[src/rtl/shape_processor_ctrl_responder.sv]
// ---------------------------------------------------------------------------
// shape_processor_ctrl_responder
//
// Bus-side responder for the shape processor CTRL register. It serves
// single-beat reads and writes, checks every write against the SHAPE /
// OPERATION legality rules, holds the committed CTRL value, and launches the
// compute engine with a one-cycle start pulse for each legal write. While
// the engine is busy, writes stall until the engine reports done.
//
// CTRL layout: [31:18] reserved, [17:16] SHAPE, [15:5] reserved,
//              [4:0] OPERATION. Reserved bits are ignored and read as 0.
//
// Handshake: the initiator raises write or read, and holds it until it sees
// ready. ready is a one-cycle pulse in the cycle after the request is
// sampled. error and rdata are only meaningful while ready is high, and are 0
// otherwise. After ready, the responder ignores the request lines for that
// cycle, so a request dropped by the next cycle is never accepted twice. If
// write and read are both high while not busy, the write wins and the read
// gets no response.
//
// Ports:
//   clk        in   sole clock, rising edge
//   rst        in   synchronous, active-high reset
//   write      in   write request
//   read       in   read request
//   wdata      in   write data (32)
//   done       in   engine completion pulse; ignored while not busy
//   ready      out  request completion pulse
//   error      out  1 = write rejected (valid with ready)
//   rdata      out  CTRL readback (valid with ready on a read)
//   start      out  engine launch pulse, with ready of a legal write
//   shape      out  committed SHAPE (2)
//   operation  out  committed OPERATION (5)
//   dbg_state  out  bus FSM state (0 IDLE, 1 RESP)
//   dbg_busy   out  engine busy flag
// ---------------------------------------------------------------------------
module shape_processor_ctrl_responder (
    input  logic        clk,
    input  logic        rst,
    input  logic        write,
    input  logic        read,
    input  logic [31:0] wdata,
    input  logic        done,
    output logic        ready,
    output logic        error,
    output logic [31:0] rdata,
    output logic        start,
    output logic [1:0]  shape,
    output logic [4:0]  operation,
    output logic        dbg_state,
    output logic        dbg_busy
);

    localparam logic [1:0] SHAPE_KEEP      = 2'b00;
    localparam logic [1:0] SHAPE_RECTANGLE = 2'b01;
    localparam logic [1:0] SHAPE_TRIANGLE  = 2'b10;

    localparam logic [4:0] OP_PERIMETER      = 5'b00000;
    localparam logic [4:0] OP_AREA           = 5'b00001;
    localparam logic [4:0] OP_IS_SQUARE      = 5'b01000;
    localparam logic [4:0] OP_IS_EQUILATERAL = 5'b10000;
    localparam logic [4:0] OP_IS_ISOSCELES   = 5'b10001;

    typedef enum logic {
        S_IDLE = 1'b0,
        S_RESP = 1'b1
    } state_t;

    state_t state;
    logic   busy;

    logic [1:0] shape_field;
    logic [4:0] op_field;
    logic [1:0] eff_shape;
    logic       write_legal;

    // Reserved write bits have no function; fold them into a named sink.
    logic unused_reserved;
    assign unused_reserved = ^{wdata[31:18], wdata[15:5]};

    assign shape_field = wdata[17:16];
    assign op_field    = wdata[4:0];

    // KEEP_SHAPE means "combine the new operation with the committed shape".
    assign eff_shape = (shape_field == SHAPE_KEEP) ? shape : shape_field;

    always_comb begin
        write_legal = 1'b0;
        if (shape_field != 2'b11) begin
            case (op_field)
                OP_PERIMETER,
                OP_AREA:           write_legal = 1'b1;
                OP_IS_SQUARE:      write_legal = (eff_shape == SHAPE_RECTANGLE);
                OP_IS_EQUILATERAL,
                OP_IS_ISOSCELES:   write_legal = (eff_shape == SHAPE_TRIANGLE);
                default:           write_legal = 1'b0;
            endcase
        end
    end

    always_ff @(posedge clk) begin
        if (rst) begin
            state     <= S_IDLE;
            busy      <= 1'b0;
            ready     <= 1'b0;
            error     <= 1'b0;
            rdata     <= 32'h0;
            start     <= 1'b0;
            shape     <= SHAPE_RECTANGLE;
            operation <= OP_PERIMETER;
        end else begin
            // Response outputs are pulses; they fall back to 0 by default.
            ready <= 1'b0;
            error <= 1'b0;
            rdata <= 32'h0;
            start <= 1'b0;

            // busy can only be set while it is clear, so this never
            // collides with the set below.
            if (busy && done) begin
                busy <= 1'b0;
            end

            case (state)
                S_IDLE: begin
                    if (write && !busy) begin
                        ready <= 1'b1;
                        state <= S_RESP;
                        if (write_legal) begin
                            start     <= 1'b1;
                            shape     <= eff_shape;
                            operation <= op_field;
                            busy      <= 1'b1;
                        end else begin
                            error <= 1'b1;
                        end
                    end else if (read) begin
                        ready <= 1'b1;
                        rdata <= {14'b0, shape, 11'b0, operation};
                        state <= S_RESP;
                    end
                end
                S_RESP: begin
                    // ready is on the outputs this cycle; request lines are
                    // ignored so the same request is not taken twice.
                    state <= S_IDLE;
                end
                default: state <= S_IDLE;
            endcase
        end
    end

    assign dbg_state = state;
    assign dbg_busy  = busy;

endmodule

[config.mk]
export PLATFORM = sky130hd
export DESIGN_NAME = shape_processor_ctrl_responder
export DESIGN_NICKNAME = d
export VERILOG_FILES = /design/src/rtl/shape_processor_ctrl_responder.sv
export SDC_FILE = /design/constraint.sdc
export NUM_CORES = 1
export LEC_CHECK = 0
export ABC_AREA = 1
export BUFFER_PORTS_ARGS = -buffer_cell sky130_fd_sc_hd__buf_2
export CAP_MARGIN = 20
export CORE_MARGIN = 5
export CORE_UTILIZATION = 25
export CTS_CLUSTER_SIZE = 24
export DETAILED_ROUTE_END_ITERATION = 12
export GPL_TIMING_DRIVEN = 0
export SLEW_MARGIN = 20
export SYNTH_ARGS = -nofsm -noshare
export SYNTH_HDL_FRONTEND = slang
export SYNTH_SLANG_ARGS = --single-unit
[constraint.sdc]
create_clock -name clk -period 1.1 [get_ports clk]
set_input_delay 0.165 -clock clk [delete_from_list [all_inputs] [get_ports clk]]
set_output_delay 0.165 -clock clk [all_outputs]
set_load 0.005 [all_outputs]
# == Word-level counts from Yosys, hierarchy flattened ==
# Index checks and enable logic that the tools add are counted.
# word_totals
word_cells,43
input_bits,37
ff_bits,44
output_inout_bits,44
# classes
muxes,12
bitwise_logic,3
n_reduce_logical,12
eq_ne,7
# ops
op,n
5-bit == test (second input constant),2
1-bit two-way mux,9
2-bit OR reduction,3
3-bit OR reduction,2
5-bit by 1-bit == test with 1-bit output (second input constant),1
5-bit by 4-bit == test with 1-bit output (second input constant),1
5-bit zero test,1
4-bit OR reduction,1
1-bit inverter,3
1-bit one-hot mux with 3 select lines,1
3-bit AND reduction,1
2-bit by 1-bit == test with 1-bit output (second input constant),1
2-bit == test (second input constant),1
1-bit logical AND,2
2-bit zero test,1
2-bit two-way mux,1
2-bit != test (second input constant),1
1-bit one-hot mux with 2 select lines,1
1-bit zero test,1

# == Longest topological paths before layout ==
# logic_depth
depth_word,8
ltp_mapped,10
ltp_nobuf,10

# == Least setup slack after synthesis ==
# Ideal clock, no wire load.
# synth_path
path_kind,register -> register
start,register shape[0]
end,register shape[0]
n_path_buf,0
arrival_ns,1.040
path_slack_ns,-0.064
period_less_slack_ns,1.164
stages_incl_launch_ff,9
required_time_ns,0.976
cell_sequence,dfxtp_1 > a21oi_4 > nand2_1 > nand2_2 > nand2_4 > nor2_8 > nand2_4 > nand2_1 > nand3_1
# synth_via
elab_chain_len,5
elab_cells_between_ends,6
cone_classes,eq/ne: 2; mux: 3; reduce/logical: 1
# synth_lines
element,line_no,source
"start, declared",48,"output logic [1:0] shape,"
"start signal, assigned",131,shape <= eff_shape;
2-bit two-way mux (*),85,assign eff_shape = (shape_field == SHAPE_KEEP) ? shape : shape_field;
2-bit == test / 2-bit by 1-bit == test with 1-bit output (equally long branches),"95, 93",
1-bit one-hot mux with 3 select lines,90,case (op_field)
1-bit two-way mux,89,if (shape_field != 2'b11) begin
3-bit AND reduction (no source line),n/a,
# Mark *: on every way between the ends. The rest lies on a longest branch, timed or not.
# A chain may end at the register's enable or synchronous reset.

# == Final worst setup path ==
# layout_path
start,register shape[0]
end,register shape[1]
# layout_via
elab_chain_len,5
elab_cells_between_ends,6
cone_classes,eq/ne: 2; mux: 3; reduce/logical: 1
# layout_lines
element,line_no
2-bit two-way mux (*),85
2-bit == test / 2-bit by 1-bit == test with 1-bit output (equally long branches),"95, 93"
1-bit one-hot mux with 3 select lines (*),90
1-bit two-way mux (*),89
3-bit AND reduction (no source line) (*),n/a
# Marks and branches as above.

==> flow_summary.ini <==
[global_routing]
grt_pass1_vias = 754
grt_max_degree = 11
grt.total_usage_pct = 7.477
overflow = 0
antenna_found_initial = 0
grt_pass1_wl_mm = 3.070

[worst_setup_path]
crit_slowest_cell = dfxtp_4
start_kind = flop
cpMostUsedCell = a21oi_4
path_cells = a21oi_4 > nand2_2 > buf_6 > a21oi_4 > nand4_1 > nand2_1 > nor2_1
slowest_delay_ns = 0.35
ff2ff_setup_slack_ns = -0.11
arrival_ns = 1.35
cp-end-kind = flop
path_max_fanout = 4
critical_path_class = flop to flop
required_ns = 1.24

[finish]
drive_gt1_share_pct = 46.96
fin_cells = 229
final_nets = 219
syn2layout_area_growth_pct = 46.18
antenna-diode-count = 0
final_util_pct = 37.60

[sta]
slew_viol_final = 0
layout_setup_ws_ns = -0.1053
rsz0062_at_grt = yes
min_period_over_period_pct = 109.6
setup_viol = 10
period_minus_slack_ns = 1.205
hold_violations = 0
skew_ns = 0.003328
fmax_mhz = 829.6

[power_and_ir_drop]
power.switching_mw = 0.3398
combPwrFrac_pct = 17.5
ir_drop_mv = 0.3425
switching_share_pct = 23.47
power_frac_seq_pct = 46.5
clockPowerShare_pct = 36.0
p_per_area_mw_per_mm2 = 1059
internal_power_mw = 1.108
p_leak_nw = 0.7634

[drt]
wire_per_inst_um = 7.777
drt_pre_antenna_iters = 4
vias = 802
via_per_inst = 3.502
drc_errors = 0
wl_mm = 1.781
antenna_left = 0
first_iter_violations = 35

[synthesis]
yosys.area.top_type = dfxtp_1
avgSynthCellArea_sq_um = 7.789
yosysSeqAreaShare_pct = 38.55
yosysTopAreaCellShare_pct = 38.55
synth_cell_type_count = 22
synth_area_leaders = dfxtp_1 (39%), buf_4 (21%), inv_1 (6.4%), nor2_1 (6.4%), nand2_1 (5.6%)
yosys_warnings = 0
netlist_instances = 120
syn_area_sq_um = 934.6
ys_ff_latch = 18

[clock_tree]
cts_max_path_buffers = 2
insertion_delay_ns = 0.25
htree_num_levels = 1
cts_tree = yes
clockRootBuffer = clkbuf_8
clk_pin_slew_ns = 0.07
cts.sinks = 18
cts_buffers = 3

[place]
hpwl_mm = 1.519
gp_congestion = 0.7309
placed_cells = 222
place_ws_ns = -0.1227
numPortBuffers = 30

[floorplanning]
fp.dieW_um = 71.15
die_y_um = 71.15
die_area_sq_mm = 0.005062
rows = 22
initial_utilization_pct = 25.72
ios = 81
coreArea_sq_mm = 0.003633

[outcome]
status = complete, but fails checks
violations = negative setup slack

[flow_run]
cap_violations = 0

[worst_hold_path]
hold_path_class = primary input to flop
-- power by group through the flow --
stage | sequential [mW] | clock, mW | combinational (mW)
CTS | 0.673 | 0.536 | 0.241
finish | 0.673 | 0.522 | 0.253
global route | 0.675 | 0.567 | 0.286
detailed placement | 0.689 | 0 | 0.227
global placement | 0.689 | 0 | 0.226
floorplan | 0.689 | 0 | 0.170
-- logic make-up after synthesis --
family	Yosys count	synth area share, %
other	1	0.4012
DFF	18	38.55
and+or+nand+nor	46	25.44
buffers and inverters	45	28.65
AOI/OAI and AO/OA	10	6.961
-- synth_stat cells --
master	instances
a21oi_1	6
or2_2	1
nor2_2	2
dfxtp_1	18
o21ai_0	1
o21ai_1	1
a21oi_4	1
buf_4	26
nor2_8	1
nand2_4	2
nand3b_1	1
nor2_1	16
buf_2	1
a21oi_2	1
nand4_1	4
inv_2	2
conb_1	1
nand3_1	3
nand2_2	1
inv_1	16
nand2_1	14
nand3_2	1
-- critical path: cells and delay by family (launching register included) --
kind,cells,cell delay (ns)
AOI/OAI and AO/OA,2,0.33
and+or+nand+nor,4,0.30
DFF,1,0.35
buffers and inverters,1,0.12
-- flip-flops by register name, indices dropped and copies added (netlist names) --
name / count
rdata: 7
operation: 5
shape: 2
dbg_busy: 1
error: 1
ready: 1
start: 1
-- layout make-up --
type,count,area [sq um]
Tap cell,48,60.06
Timing Repair Buffer,33,176.4
Multi-Input combinational cell,81,431.7
Clock buffer,4,55.05
Fill cell,393,2267
Buffer,27,206.4
Inverter,18,67.56
Sequential cell,18,369.1
-- layout by cell type (no fill, tap or decap), drive strengths merged --
cell    synthesis  final
a21oi           8      8
buf            27     60
clkbuf          0      4
conb            1     25
dfxtp          18     18
inv            18     18
nand2          17     17
nand3           4      4
nand3b          1      1
nand4           4      4
nor2           19     19
o21ai           2      2
or2             1      1
-- metal layers --
metal  wire (um)  GRT usage, %  share of wire (%)
met3         171         2.273                9.6
met5           0             0                  0
met2         784         10.71                 44
met4          36         4.384                2.0
met1         788         9.787                 44
-- what timing repair did --
item | 4_1_cts | 5_1_grt
hold buffers | 0 | 0
setup buffers | 2 | 1
pin swaps | 4 | 6
gates resized for setup | 8 | 7
endpoints found under the setup margin | 11 | 11
-- worst paths after layout --
check	cells past startpoint	end	start
worst max-delay path	7	shape[1]$_SDFFE_PP0P_	shape[0]$_SDFFE_PP1P_
worst min-delay path	2	dbg_busy$_SDFF_PP0_	rst
worst max register to register	7	shape[1]$_SDFFE_PP0P_	shape[0]$_SDFFE_PP1P_
worst min register to register	2	rdata[3]$_SDFF_PP0_	operation[3]$_SDFFE_PP0P_
-- per-stage QoR --
| stage | hold slack (ns) | power, mW | setup TNS, ns | area, sq um |
|---|---|---|---|---|
| 2_1_floorplan | 0.2274 | 0.8590 | -0.06555 | 1028 |
| 3_3_place_gp | 0.3904 | 0.9149 | -0.9103 | 1239 |
| 3_5_place_dp | 0.3885 | 0.9160 | -0.8747 | 1239 |
| 4_1_cts | 0.1172 | 1.450 | -0.8476 | 1338 |
| 5_1_grt | 0.1241 | 1.528 | -1.586 | 1366 |
| 6_report | 0.1214 | 1.447 | -0.7693 | 1366 |
Power figures use the tool's default switching activity.
